===== config.mk =====
export PLATFORM = sky130hd
export DESIGN_NAME = irq_ctrl
export DESIGN_NICKNAME = d
export VERILOG_FILES = /design/src/rtl/irq_ctrl.sv
export SDC_FILE = /design/constraint.sdc
export NUM_CORES = 1
export LEC_CHECK = 0
export BUFFER_PORTS_ARGS = -buffer_cell sky130_fd_sc_hd__clkbuf_2
export CAP_MARGIN = 15
export CORE_UTILIZATION = 45
export CTS_BUF_LIST = sky130_fd_sc_hd__clkbuf_16
export DETAILED_ROUTE_END_ITERATION = 10
export HOLD_SLACK_MARGIN = 0.08
export PLACE_DENSITY = 0.84
export SYNTH_ARGS = -nofsm -noshare
export SYNTH_HDL_FRONTEND = slang
export SYNTH_SLANG_ARGS = --single-unit

===== constraint.sdc =====
create_clock -name clk -period 2.1 [get_ports clk]
set_input_delay 0.21 -clock clk [delete_from_list [all_inputs] [get_ports clk]]
set_output_delay 0.21 -clock clk [all_outputs]
set_load 0.02 [all_outputs]

===== src/rtl/irq_ctrl.sv =====
// Edge-latched, masked interrupt controller driving irq into the PC; captures EPC/cause at acceptance.
// Optional macro IRQ_ROTATE_PRIO_EN selects round-robin arbitration instead of lowest-index priority.
module irq_ctrl #(
  parameter int              NSRC     = 8,
  parameter int              IDW      = $clog2(NSRC),
  parameter logic [NSRC-1:0] MASK_RST = '1
) (
  input  logic            clk,
  input  logic            reset,
  input  logic [NSRC-1:0] irq_src,
  input  logic [31:0]     ia,
  input  logic [31:0]     pcin,
  input  logic            eret,
  input  logic            mask_we,
  input  logic [NSRC-1:0] mask_wd,
  output logic            irq,
  output logic [31:0]     epc,
  output logic [IDW-1:0]  cause,
  output logic            in_service,
  output logic [NSRC-1:0] pending
);

  typedef enum logic [1:0] {IDLE, REQ, SERVICE} state_t;

  state_t          state;
  logic [NSRC-1:0] mask;
  logic [NSRC-1:0] hist;
  logic [NSRC-1:0] new_edge;
  logic [NSRC-1:0] req_vec;
  logic [NSRC-1:0] clr;
  logic [IDW-1:0]  winner;
  logic            accept;
  logic            unused_ia;

  assign unused_ia = ^ia[30:0];
  assign new_edge  = irq_src & ~hist;
  assign req_vec   = pending & mask;
  // Acceptance mirrors the PC's own vector-load condition.
  assign accept    = (state == REQ) && !ia[31];
  assign clr       = accept ? (NSRC'(1) << cause) : '0;

  function automatic logic [IDW-1:0] lowest(input logic [NSRC-1:0] v);
    lowest = '0;
    for (int i = NSRC - 1; i >= 0; i--) begin
      if (v[i]) lowest = IDW'(i);
    end
  endfunction

`ifdef IRQ_ROTATE_PRIO_EN
  logic [IDW-1:0]    ptr;
  logic [2*NSRC-1:0] dbl;
  logic [IDW:0]      sum;

  // Rotate the request vector so the pointer lands at bit 0, then undo the offset.
  always_comb begin
    dbl    = {req_vec, req_vec} >> ptr;
    sum    = {1'b0, lowest(dbl[NSRC-1:0])} + {1'b0, ptr};
    winner = (sum >= (IDW+1)'(NSRC)) ? IDW'(sum - (IDW+1)'(NSRC)) : IDW'(sum);
  end

  always_ff @(posedge clk or negedge reset) begin
    if (!reset) begin
      ptr <= '0;
    end else if (accept) begin
      ptr <= (cause == IDW'(NSRC - 1)) ? '0 : cause + 1'b1;
    end
  end
`else
  assign winner = lowest(req_vec);
`endif

  always_ff @(posedge clk or negedge reset) begin
    if (!reset) begin
      state      <= IDLE;
      irq        <= 1'b0;
      in_service <= 1'b0;
      epc        <= '0;
      cause      <= '0;
      pending    <= '0;
      mask       <= MASK_RST;
      hist       <= '0;
    end else begin
      hist <= irq_src;
      if (mask_we) mask <= mask_wd;
      // A fresh edge on the source being cleared keeps its pending bit set.
      pending <= (pending & ~clr) | new_edge;
      case (state)
        IDLE: begin
          if (|req_vec) begin
            state <= REQ;
            irq   <= 1'b1;
            cause <= winner;
          end
        end
        REQ: begin
          if (!ia[31]) begin
            state      <= SERVICE;
            irq        <= 1'b0;
            in_service <= 1'b1;
            epc        <= pcin;
          end else if (!mask[cause]) begin
            state <= IDLE;
            irq   <= 1'b0;
          end
        end
        SERVICE: begin
          if (eret) begin
            state      <= IDLE;
            in_service <= 1'b0;
          end
        end
        default: begin
          state      <= IDLE;
          irq        <= 1'b0;
          in_service <= 1'b0;
        end
      endcase
    end
  end

endmodule


==> summary.md, run 1 <==
| Metric | Value |
|---|---|
| Clk slew on worst S/H paths | `50 ps` |
| DP HPWL | `3905 um` |
| Distinct cells, synth | `28` |
| TritonCTS clock tree | `done` |
| Final Wtd Congestion | `0.8720` |
| Status | `finished, final reports clean` |
| CP Capture Type | `flop` |
| Worst hold path class | `in2reg` |
| Final setup TNS | `0 ps` |
| Layout cell share with drive strength beyond 1 | `54.28%` |
| Crit path cell chain | `nor3b_4 -> buf_12 -> mux2_2` |
| Final Hold Vio Count | `0` |
| ANT nets after route | `0` |
| Grt total ovfl | `0` |
| Avg Synthesized Cell Area | `13.58 um^2` |
| WHS | `roughly 100 ps` |
| Die Width | `76.72 um` |
| Power Dens Cells | `between 1500 and 2000 nW/um^2` |
| Max cap viols | `0` |
| Critical path required time | `2300 ps` |
| Fin crit share | `81.64%` |
| Core ar. | `roughly 5200 um^2` |
| Setup violators final | `0` |
| Final routed DRC violation total | `0` |
| Antenna Cells | `0` |
| Clock Path Buffers | `2` |
| Die Ht | `76.72 um` |
| CTS buffer count | `9` |
| Final Power | `0.005520 W` |
| Worst vdd ir | `0.0009415 V` |
| Post CTS Setup Buffer Count | `0` |
| FF+latch count, synth | `63` |
| Largest net degree at the start of global routing | `29` |
| Leak | `approximately 1.7 nW` |
| Sequential-to-total area share from yosys stat | `63.15%` |
| Syn Inst Count | `185` |
| Post-layout util | `66.87%` |
| Max Slew Vio Count | `0` |
| RSZ-0062 raised after global routing | `false` |
| Syn_nets | `269` |
| Slowest cell on crit path | `nor3b_4` |
| First-pass GRT wire length | `9556 um` |
| Worst-path fanout max | `28` |
| Fin nets | `~380` |
| Slew margin rel. | `63.18%` |
| Crit path DAT | `~1900 ps` |
| Post-layout minimum cycle time | `approximately 1700 ps` |
| Vias in the first global route | `2016` |
| FMAX | `583.3 MHz` |
| Actual slew at the worst max-slew pin | `between 500 and 600 ps` |
| Port bufs | `between 90 and 100` |
| Clk sinks | `63` |
| Wirelength, routed | `5593 um` |
| Synth-to-layout area growth | `39.39%` |
| Drt wl/cell | `~15 um` |
| Kind of critical path | `reg2reg` |
| Root buffer cell | `clkbuf_16` |
| Initial antenna violation count | `0` |
| Vias | `1886` |
| Vias/cell | `about 5.0` |
| Starting density of the core | `roughly 48%` |
| CTS H-Tree Depth | `3` |
| 1st-pass router iterations | `4` |
| CP peak stage delay | `520 ps` |
| Ports | `between 100 and 150` |
| Mapped cell area | `2512 um^2` |
| Die Area | `5886 um^2` |
| Total GRT Usage | `21.40%` |
| Cell Rows | `26` |
| Clk_lat worst skew | `320 ps` |
| Clock skew | `4.462 ps` |
| Critical path launch point type | `flop` |
| Ys Warns | `0` |
| First-iteration detailed-routing DRC count | `92` |
[logic make-up after synthesis]
| family | Yosys count | share of synthesized area [%] |
|---|---|---|
| flops | 63 | 63.15 |
| buf+inv | 16 | 2.888 |
| compound gates | 35 | 8.516 |
| mux | 45 | 20.02 |
| simple gates | 26 | 5.429 |
[sequential cells by signal (all words and copies together) (netlist names)]
name,count
state,2
irq,1
mask,8
hist,8
epc,32
in_service,1
pending,8
cause,3
[cells in the final DEF, fill, tap and decap left out, types with 2 or more instances in the layout]
cell type / instances
mux2_2: 40
a22oi_1: 4
buf_12: 2
clkbuf_2: 97
dfstp_2: 8
clkinvlp_4: 2
nor2_1: 3
mux2_1: 2
nand3_1: 2
dlygate4sd3_1: 9
inv_1: 11
clkbuf_16: 9
a21oi_1: 5
o21ai_0: 17
dfrtp_1: 55
clkinv_2: 2
nand2b_1: 4
a32oi_1: 2
bufinv_16: 2
mux2i_1: 3
o31ai_1: 2
nand2_1: 12
[power breakdown]
| part | internal [W] | leakage, nW | switching (W) |
|---|---|---|---|
| combinational | 0.000852 | 0.803 | 0.00107 |
| sequential | 0.00168 | 0.710 | 0.000372 |
| clock | 0.00103 | 0.153 | 0.000508 |
[worst paths after layout]
path                                      startpoint                    to  slack [ps]  cells past startpoint
worst max-delay path            state[1]$_DFFE_PN0P_   epc[17]$_DFFE_PN0P_         390                      3
worst min-delay path                         pcin[2]    epc[2]$_DFFE_PN0P_         100                      2
worst max register to register  state[1]$_DFFE_PN0P_   epc[17]$_DFFE_PN0P_         390                      3
worst min register to register     hist[5]$_DFF_PN0_  pending[5]$_DFF_PN0_         410                      1
max in group asynchronous                      reset   mask[4]$_DFFE_PN1P_         990                      3
min in group asynchronous                      reset   epc[21]$_DFFE_PN0P_         420                      2
[layer usage]
metal | GRT usage, % | vias up | wire, um
met2 | 36.79 | 75 | 2923
met5 | 0 | - | 0
met4 | 9.808 | 0 | 57
met3 | 5.357 | 7 | 368
li1 | - | 891 | -
met1 | 25.10 | 913 | 2243
[through the flow]
stage / instances / instance area (um^2) / setup WS, ps
after CTS: 374 / 3502 / 383.9
after global routing: 374 / 3502 / 289.3
after global placement: 349 / 3098 / 448.7
after detailed placement: 349 / 3098 / 397.5
after floorplan: 185 / 2512 / 536.9
final: 374 / 3502 / 385.6
[area by class of cell]
cell class,count,area [um^2]
repair buffers,109,623.1
flip-flops and latches,63,1587
clock buffers,9,225.2
clock inverters,7,88.84
fillers,387,1735
well taps,70,87.58
inverters,10,37.54
multi-input cells,106,853.3
[timing repair]
item / 4_1_cts / 5_1_grt
resized for setup: 0 / 0
hold buffers: 9 / 0
setup endpoints to repair: 0 / 0
hold endpoints to repair: 24 / 0
[critical path, delay by kind of cell, from the launching register on]
family | cells | cell delay [ps]
DFF | 1 | 430
muxes | 1 | 370
buffers and inverters | 1 | 260
and+or+nand+nor | 1 | 520
[Yosys cell counts (all sizes together)]
master | instances | area (um^2)
a21o | 1 | 7.510
mux2i | 3 | 30.03
o21ai | 17 | 85.08
dfstp | 8 | 210.2
a2bb2oi | 1 | 8.760
a21oi | 5 | 25.02
nand2b | 4 | 25.02
a221o | 1 | 11.26
o22ai | 1 | 6.260
nand3 | 2 | 10.01
a32oi | 2 | 17.52
inv | 10 | 37.54
mux2 | 42 | 473.0
nand2 | 12 | 45.04
clkbuf | 2 | 7.510
buf | 4 | 27.52
nand4 | 1 | 6.260
o31ai | 2 | 15.01
nor2b | 1 | 6.260
nor3b | 1 | 18.77
dfrtp | 55 | 1376
nand3b | 1 | 7.510
and2 | 1 | 6.260
nor2 | 3 | 11.26
a22oi | 4 | 30.03
a211oi | 1 | 7.510
No activity file was read; power rests on OpenSTA's default activity.
==> run 2: changes to the inputs <==
--- a/config.mk
+++ b/config.mk
@@ -7,11 +7,11 @@
 export LEC_CHECK = 0
 export BUFFER_PORTS_ARGS = -buffer_cell sky130_fd_sc_hd__clkbuf_2
 export CAP_MARGIN = 15
-export CORE_UTILIZATION = 45
+export CORE_UTILIZATION = 40
 export CTS_BUF_LIST = sky130_fd_sc_hd__clkbuf_16
 export DETAILED_ROUTE_END_ITERATION = 10
 export HOLD_SLACK_MARGIN = 0.08
-export PLACE_DENSITY = 0.84
+export PLACE_DENSITY = 0.8
 export SYNTH_ARGS = -nofsm -noshare
 export SYNTH_HDL_FRONTEND = slang
 export SYNTH_SLANG_ARGS = --single-unit
==> constraint.sdc (replaced) <==
create_clock -name clk -period 1.5 [get_ports clk]
set_input_delay 0.15 -clock clk [delete_from_list [all_inputs] [get_ports clk]]
set_output_delay 0.15 -clock clk [all_outputs]
set_load 0.02 [all_outputs]
==> summary.md, run 2 (same netlist as run 1, synthesis figures left out) <==
| Metric | Value |
|---|---|
| Initial antenna violation count | `0 (unchanged)` |
| DR WL met3 | `349 um (was 368 um)` |
| Die Area | `6602 um^2 (was 5886 um^2)` |
| Metal-1 WL | `2498 um (was 2243 um)` |
| Critical path launch point type | `flop (unchanged)` |
| First-pass GRT wire length | `9756 um (was 9556 um)` |
| Fin crit share | `95.31% (was 81.64%)` |
| Cell Rows | `28 (was 26)` |
| Wirelength, routed | `6181 um (was 5593 um)` |
| Fin nets | `436 (was 383)` |
| Worst vdd ir | `0.001250 V (was 0.0009415 V)` |
| Port bufs | `97 (unchanged)` |
| TritonCTS clock tree | `done (unchanged)` |
| Post-layout minimum cycle time | `1430 ps (was 1714 ps)` |
| Total GRT Usage | `20.31% (was 21.40%)` |
| 1st-pass router iterations | `4 (unchanged)` |
| Core ar. | `5991 um^2 (was 5238 um^2)` |
| Vias/cell | `4.756 (was 5.043)` |
| Wire length on met2 | `3223 um (was 2923 um)` |
| Setup violators final | `0 (unchanged)` |
| Final Wtd Congestion | `0.8464 (was 0.8720)` |
| Psw | `0.002785 W (was 0.001955 W)` |
| CP Capture Type | `flop (unchanged)` |
| Synth-to-layout area growth | `57.72% (was 39.39%)` |
| Power Dens Cells | `1940 nW/um^2 (was 1576 nW/um^2)` |
| Starting density of the core | `41.94% (was 47.97%)` |
| Largest net degree at the start of global routing | `64 (was 29)` |
| Clk sinks | `63 (unchanged)` |
| Layout cell share with drive strength beyond 1 | `50.28% (was 54.28%)` |
| Antenna Cells | `0 (unchanged)` |
| Worst-path fanout max | `4 (was 28)` |
| Slew margin rel. | `74.99% (was 63.18%)` |
| Actual slew at the worst max-slew pin | `375.2 ps (was 551.8 ps)` |
| Vias | `2050 (was 1886)` |
| First-iteration detailed-routing DRC count | `109 (was 92)` |
| Logic pwr share | `40.6% (was 34.9%)` |
| Clock group share of total power | `23.0% (was 27.8%)` |
| Crit path DAT | `1630 ps (was 1920 ps)` |
| Drt wl/cell | `14.34 um (was 14.95 um)` |
| Kind of critical path | `reg2reg (unchanged)` |
| Max Slew Vio Count | `0 (unchanged)` |
| Seq pwr share | `36.4% (was 37.3%)` |
| Root buffer cell | `clkbuf_16 (unchanged)` |
| Final Hold Vio Count | `0 (unchanged)` |
| Final setup TNS | `0 ps (unchanged)` |
| RSZ-0062 raised after global routing | `false (unchanged)` |
| CTS buffer count | `9 (unchanged)` |
| Top reg by flops | `epc (unchanged)` |
| Grt total ovfl | `0 (unchanged)` |
| Status | `finished, final reports clean (unchanged)` |
| Vias in the first global route | `2165 (was 2016)` |
| Internal power | `0.004902 W (was 0.003566 W)` |
| Clock skew | `4.754 ps (was 4.462 ps)` |
| Clk_lat worst skew | `320 ps (about the same)` |
| ANT nets after route | `0 (unchanged)` |
| DP HPWL | `3819 um (was 3905 um)` |
| CTS H-Tree Depth | `3 (unchanged)` |
| FMAX | `699.5 MHz (was 583.3 MHz)` |
| Top layer in use | `met4 (unchanged)` |
| Ports | `129 (unchanged)` |
| Critical path required time | `1700 ps (was 2300 ps)` |
| Max cap viols | `0 (unchanged)` |
| Clk slew on worst S/H paths | `50 ps (about the same)` |
| Switch share | `36.23% (was 35.41%)` |
| Worst hold path class | `in2reg (unchanged)` |
| Most frequent cells in the layout | `clkbuf_2 (97), dfrtp_1 (55), dlygate4sd3_1 (48) (was clkbuf_2 (97), dfrtp_1 (55), mux2_2 (40))` |
| Most common cell after layout, fill and taps aside | `clkbuf_2 (unchanged)` |
| Dpl cells | `366 (was 349)` |
| Final non-filler cell total | `431 (was 374)` |
| Max reg flops | `32 (unchanged)` |
| Clock Path Buffers | `2 (unchanged)` |
| Die Ht | `81.25 um (was 76.72 um)` |
| Leak | `1.868 nW (was 1.666 nW)` |
| Die Width | `81.25 um (was 76.72 um)` |
| Final routed DRC violation total | `0 (unchanged)` |
-- run 2: cell types whose count changed in the layout (fill, tap and decap cells not counted), sizes merged --
| cell | delta |
|---|---|
| inv | -1 |
| buf | +14 |
| bufinv | -2 |
| dlygate4sd3 | +39 |
| clkinvlp | -1 |
| clkinv | +3 |
-- run 2: final cells by class --
class | count | area [um^2]
multi-input cells | 106 | 868.3
repair buffers | 162 | 1122
inverters | 10 | 37.54
clock inverters | 6 | 28.78
clock buffers | 9 | 225.2
well taps | 75 | 93.84
fillers | 443 | 2028
flip-flops and latches | 63 | 1587
-- run 2: power groups by stage --
| stage | sequential (W) | combinational (W) | clock [W] |
|---|---|---|---|
| global placement | 0.00277 | 0.00291 | 0 |
| detailed placement | 0.00280 | 0.00298 | 0 |
| finish | 0.00280 | 0.00312 | 0.00177 |
| floorplan | 0.00345 | 0.00116 | 0 |
| CTS | 0.00278 | 0.00308 | 0.00181 |
| global route | 0.00289 | 0.00336 | 0.00188 |
-- run 2: final timing paths --
path,startpoint,endpoint,slack [ps],cells after the start
min reg2reg,hist[3]$_DFF_PN0_,pending[3]$_DFF_PN0_,410,1
max,pending[7]$_DFF_PN0_,cause[0]$_DFFE_PN0P_,70,4
max in group asynchronous,reset,mask[0]$_DFFE_PN1P_,810,3
min in group asynchronous,reset,cause[0]$_DFFE_PN0P_,380,3
min,pcin[23],epc[23]$_DFFE_PN0P_,80,2
max reg2reg,pending[7]$_DFF_PN0_,cause[0]$_DFFE_PN0P_,70,4
-- run 2: per-stage QoR --
| step | util, % | hold slack (ps) | total power [W] | cell area [um^2] | setup slack [ps] |
|---|---|---|---|---|---|
| 6_report | 66.14 | 80.88 | 0.007687 | 3963 | 70.31 |
| 2_1_floorplan | - | -145.6 | 0.004615 | 2512 | 15.44 |
| 4_1_cts | 65.58 | 81.16 | 0.007661 | 3929 | 22.00 |
| 3_3_place_gp | 53.32 | 190.7 | 0.005675 | 3194 | 67.60 |
| 5_1_grt | 66.14 | 80.75 | 0.008132 | 3963 | 10.96 |
| 3_5_place_dp | 53.32 | 194.3 | 0.005776 | 3194 | 32.18 |
-- run 2: repair_timing --
action                     4_1_cts  5_1_grt
hold endpoints to repair       107        0
setup endpoints to repair        0        5
hold buffers                    48        0
resized for setup                0        5
setup buffers                    0        2
-- run 2: worst max-delay path, cell delays in order, from the launching register on --
cell,delay [ps]
dfrtp_1,410
a22oi_1,230
nand2_1,120
o21ai_1,210
mux2_2,350
-- run 2: metal layers --
layer,global-route usage (%),up-vias
met4,10.71,0
met5,0,-
li1,-,993
met1,22.86,970
met2,34.62,75
met3,5.955,12
==> run 3: changes to the inputs <==
--- a/config.mk
+++ b/config.mk
@@ -7,11 +7,13 @@
 export LEC_CHECK = 0
 export BUFFER_PORTS_ARGS = -buffer_cell sky130_fd_sc_hd__clkbuf_2
 export CAP_MARGIN = 15
-export CORE_UTILIZATION = 40
+export CELL_PAD_IN_SITES_DETAIL_PLACEMENT = 1
+export CELL_PAD_IN_SITES_GLOBAL_PLACEMENT = 1
+export CORE_UTILIZATION = 31
 export CTS_BUF_LIST = sky130_fd_sc_hd__clkbuf_16
 export DETAILED_ROUTE_END_ITERATION = 10
 export HOLD_SLACK_MARGIN = 0.08
-export PLACE_DENSITY = 0.8
+export PLACE_DENSITY = 0.81
 export SYNTH_ARGS = -nofsm -noshare
 export SYNTH_HDL_FRONTEND = slang
 export SYNTH_SLANG_ARGS = --single-unit
==> summary.md, run 3 (same netlist as run 1, synthesis figures left out) <==
| Metric | Value |
|---|---|
| Status | `finished, final reports clean (unchanged)` |
| Starting density of the core | `32.35% (was 41.94%)` |
| Fin nets | `437 (was 436)` |
| First-pass GRT wire length | `11410 um (was 9756 um)` |
| Slew margin rel. | `75.00% (was 74.99%)` |
| Die Area | `8469 um^2 (was 6602 um^2)` |
| Final routed DRC violation total | `0 (unchanged)` |
| Vias in the first global route | `2368 (was 2165)` |
| Die Ht | `92.03 um (was 81.25 um)` |
| Met2 Track Usage GR | `32.15% (was 34.62%)` |
| CTS H-Tree Depth | `3 (unchanged)` |
| CTS buffer count | `9 (unchanged)` |
| Clock Path Buffers | `2 (unchanged)` |
| Placed Area | `3243 um^2 (was 3194 um^2)` |
| Worst vdd ir | `0.0008357 V (was 0.001250 V)` |
| Final non-filler cell total | `458 (was 431)` |
| Actual slew at the worst max-slew pin | `375.0 ps (was 375.2 ps)` |
| Antenna Cells | `0 (unchanged)` |
| Post-layout minimum cycle time | `1462 ps (was 1430 ps)` |
| Clk_lat worst skew | `310 ps (was 320 ps)` |
| Met1 usage | `19.92% (was 22.86%)` |
| Max cap viols | `0 (unchanged)` |
| Critical path required time | `1690 ps (was 1700 ps)` |
| Ports | `129 (unchanged)` |
| Layout cell share with drive strength beyond 1 | `49.72% (was 50.28%)` |
| Port bufs | `97 (unchanged)` |
| Wirelength, routed | `6849 um (was 6181 um)` |
| R2R Setup Slk | `40 ps (was 70 ps)` |
| Max reg flops | `32 (unchanged)` |
| FMAX | `684.2 MHz (was 699.5 MHz)` |
| Vias/cell | `4.563 (was 4.756)` |
| Fin crit share | `97.44% (was 95.31%)` |
| Clk slew on worst S/H paths | `50 ps (about the same)` |
| WHS | `105.9 ps (was 80.88 ps)` |
| Final Wtd Congestion | `0.7823 (was 0.8464)` |
| Met3 Usage GRT | `3.648% (was 5.955%)` |
| Vias | `2090 (was 2050)` |
| Post-layout util | `51.37% (was 66.14%)` |
| Kind of critical path | `reg2reg (unchanged)` |
| ANT nets after route | `0 (unchanged)` |
| Post-route cell area | `3990 um^2 (was 3963 um^2)` |
| Drt wl/cell | `14.95 um (was 14.34 um)` |
| Top reg by flops | `epc (unchanged)` |
| Final Hold Vio Count | `0 (unchanged)` |
| Synth-to-layout area growth | `58.81% (was 57.72%)` |
| Total GRT Usage | `17.55% (was 20.31%)` |
| Most used routing layer | `met2 (unchanged)` |
| Core ar. | `7767 um^2 (was 5991 um^2)` |
| Largest net degree at the start of global routing | `64 (unchanged)` |
| Clk sinks | `63 (unchanged)` |
| Worst hold path class | `in2reg (unchanged)` |
| Crit path DAT | `1650 ps (was 1630 ps)` |
| Die Width | `92.03 um (was 81.25 um)` |
| Initial antenna violation count | `0 (unchanged)` |
| First-iteration detailed-routing DRC count | `44 (was 109)` |
| Clock skew | `5.317 ps (was 4.754 ps)` |
| Most frequent cells in the layout | `clkbuf_2 (96), dfrtp_1 (55), dlygate4sd3_1 (48) (was clkbuf_2 (97), dfrtp_1 (55), dlygate4sd3_1 (48))` |
| Grt total ovfl | `0 (unchanged)` |
| Critical path launch point type | `flop (unchanged)` |
| Setup violators final | `0 (unchanged)` |
| Cell Rows | `32 (was 28)` |
| DP HPWL | `4472 um (was 3819 um)` |
| CP Capture Type | `flop (unchanged)` |
| 1st-pass router iterations | `4 (unchanged)` |
| Final Power | `0.007715 W (was 0.007687 W)` |
| TritonCTS clock tree | `done (unchanged)` |
| Worst-path fanout max | `31 (was 4)` |
| Dpl cells | `395 (was 366)` |
| Root buffer cell | `clkbuf_16 (unchanged)` |
| Max Slew Vio Count | `0 (unchanged)` |
| Leak | `1.868 nW (about the same)` |
| Power Dens Cells | `1933 nW/um^2 (was 1940 nW/um^2)` |
| Most common cell after layout, fill and taps aside | `clkbuf_2 (unchanged)` |
## run 3: area by class of cell
cell class,count,area [um^2]
Timing Repair Buffer,163,1126
Tap cell,102,127.6
Sequential cell,63,1587
Fill cell,838,3777
Inverter,10,37.54
Clock buffer,9,225.2
Multi-Input combinational cell,106,868.3
Clock inverter,5,18.77
## run 3: worst paths after layout
path	depth (start not counted)	start	endpoint
setup / recovery	4	state[1]$_DFFE_PN0P_	epc[14]$_DFFE_PN0P_
hold / removal	2	pcin[6]	epc[6]$_DFFE_PN0P_
setup reg to reg	4	state[1]$_DFFE_PN0P_	epc[14]$_DFFE_PN0P_
hold reg to reg	1	hist[1]$_DFF_PN0_	pending[1]$_DFF_PN0_
max in group asynchronous	3	reset	mask[1]$_DFFE_PN1P_
min in group asynchronous	3	reset	irq$_DFFE_PN0P_
## run 3: repair_timing
item | CTS | global route
hold endpoints to repair | 105 | 0
gates resized for setup | 0 | 3
endpoints found under the setup margin | 0 | 7
hold buffers | 48 | 0
buffers inserted | 0 | 1
## run 3: report_power, final
| group | leakage (nW) | internal, W | switching [W] |
|---|---|---|---|
| clock | 0.123 | 0.00107 | 0.000646 |
| combinational | 1.03 | 0.00146 | 0.00171 |
| sequential | 0.710 | 0.00236 | 0.000475 |
## run 3: routing by layer
layer  routed length [um]  vias up
li1                     -      991
met1                 2765     1031
met2                 3710       59
met3                  289        9
met4                   84        0
met5                    0        -
## run 3: stage by stage
step / setup TNS [ps] / setup slack [ps]
after global placement: 0 / 114.7
after detailed placement: 0 / 22.12
after global routing: -87.94 / -10.92
after floorplan: 0 / 15.44
final: 0 / 38.44
after CTS: 0 / 3.443
## run 3: worst max-delay path, cell delays in order (launching register included)
cell and delay [ps]:
dfrtp_1 400, nor3b_4 210, buf_4 150, buf_12 180, mux2_2 360
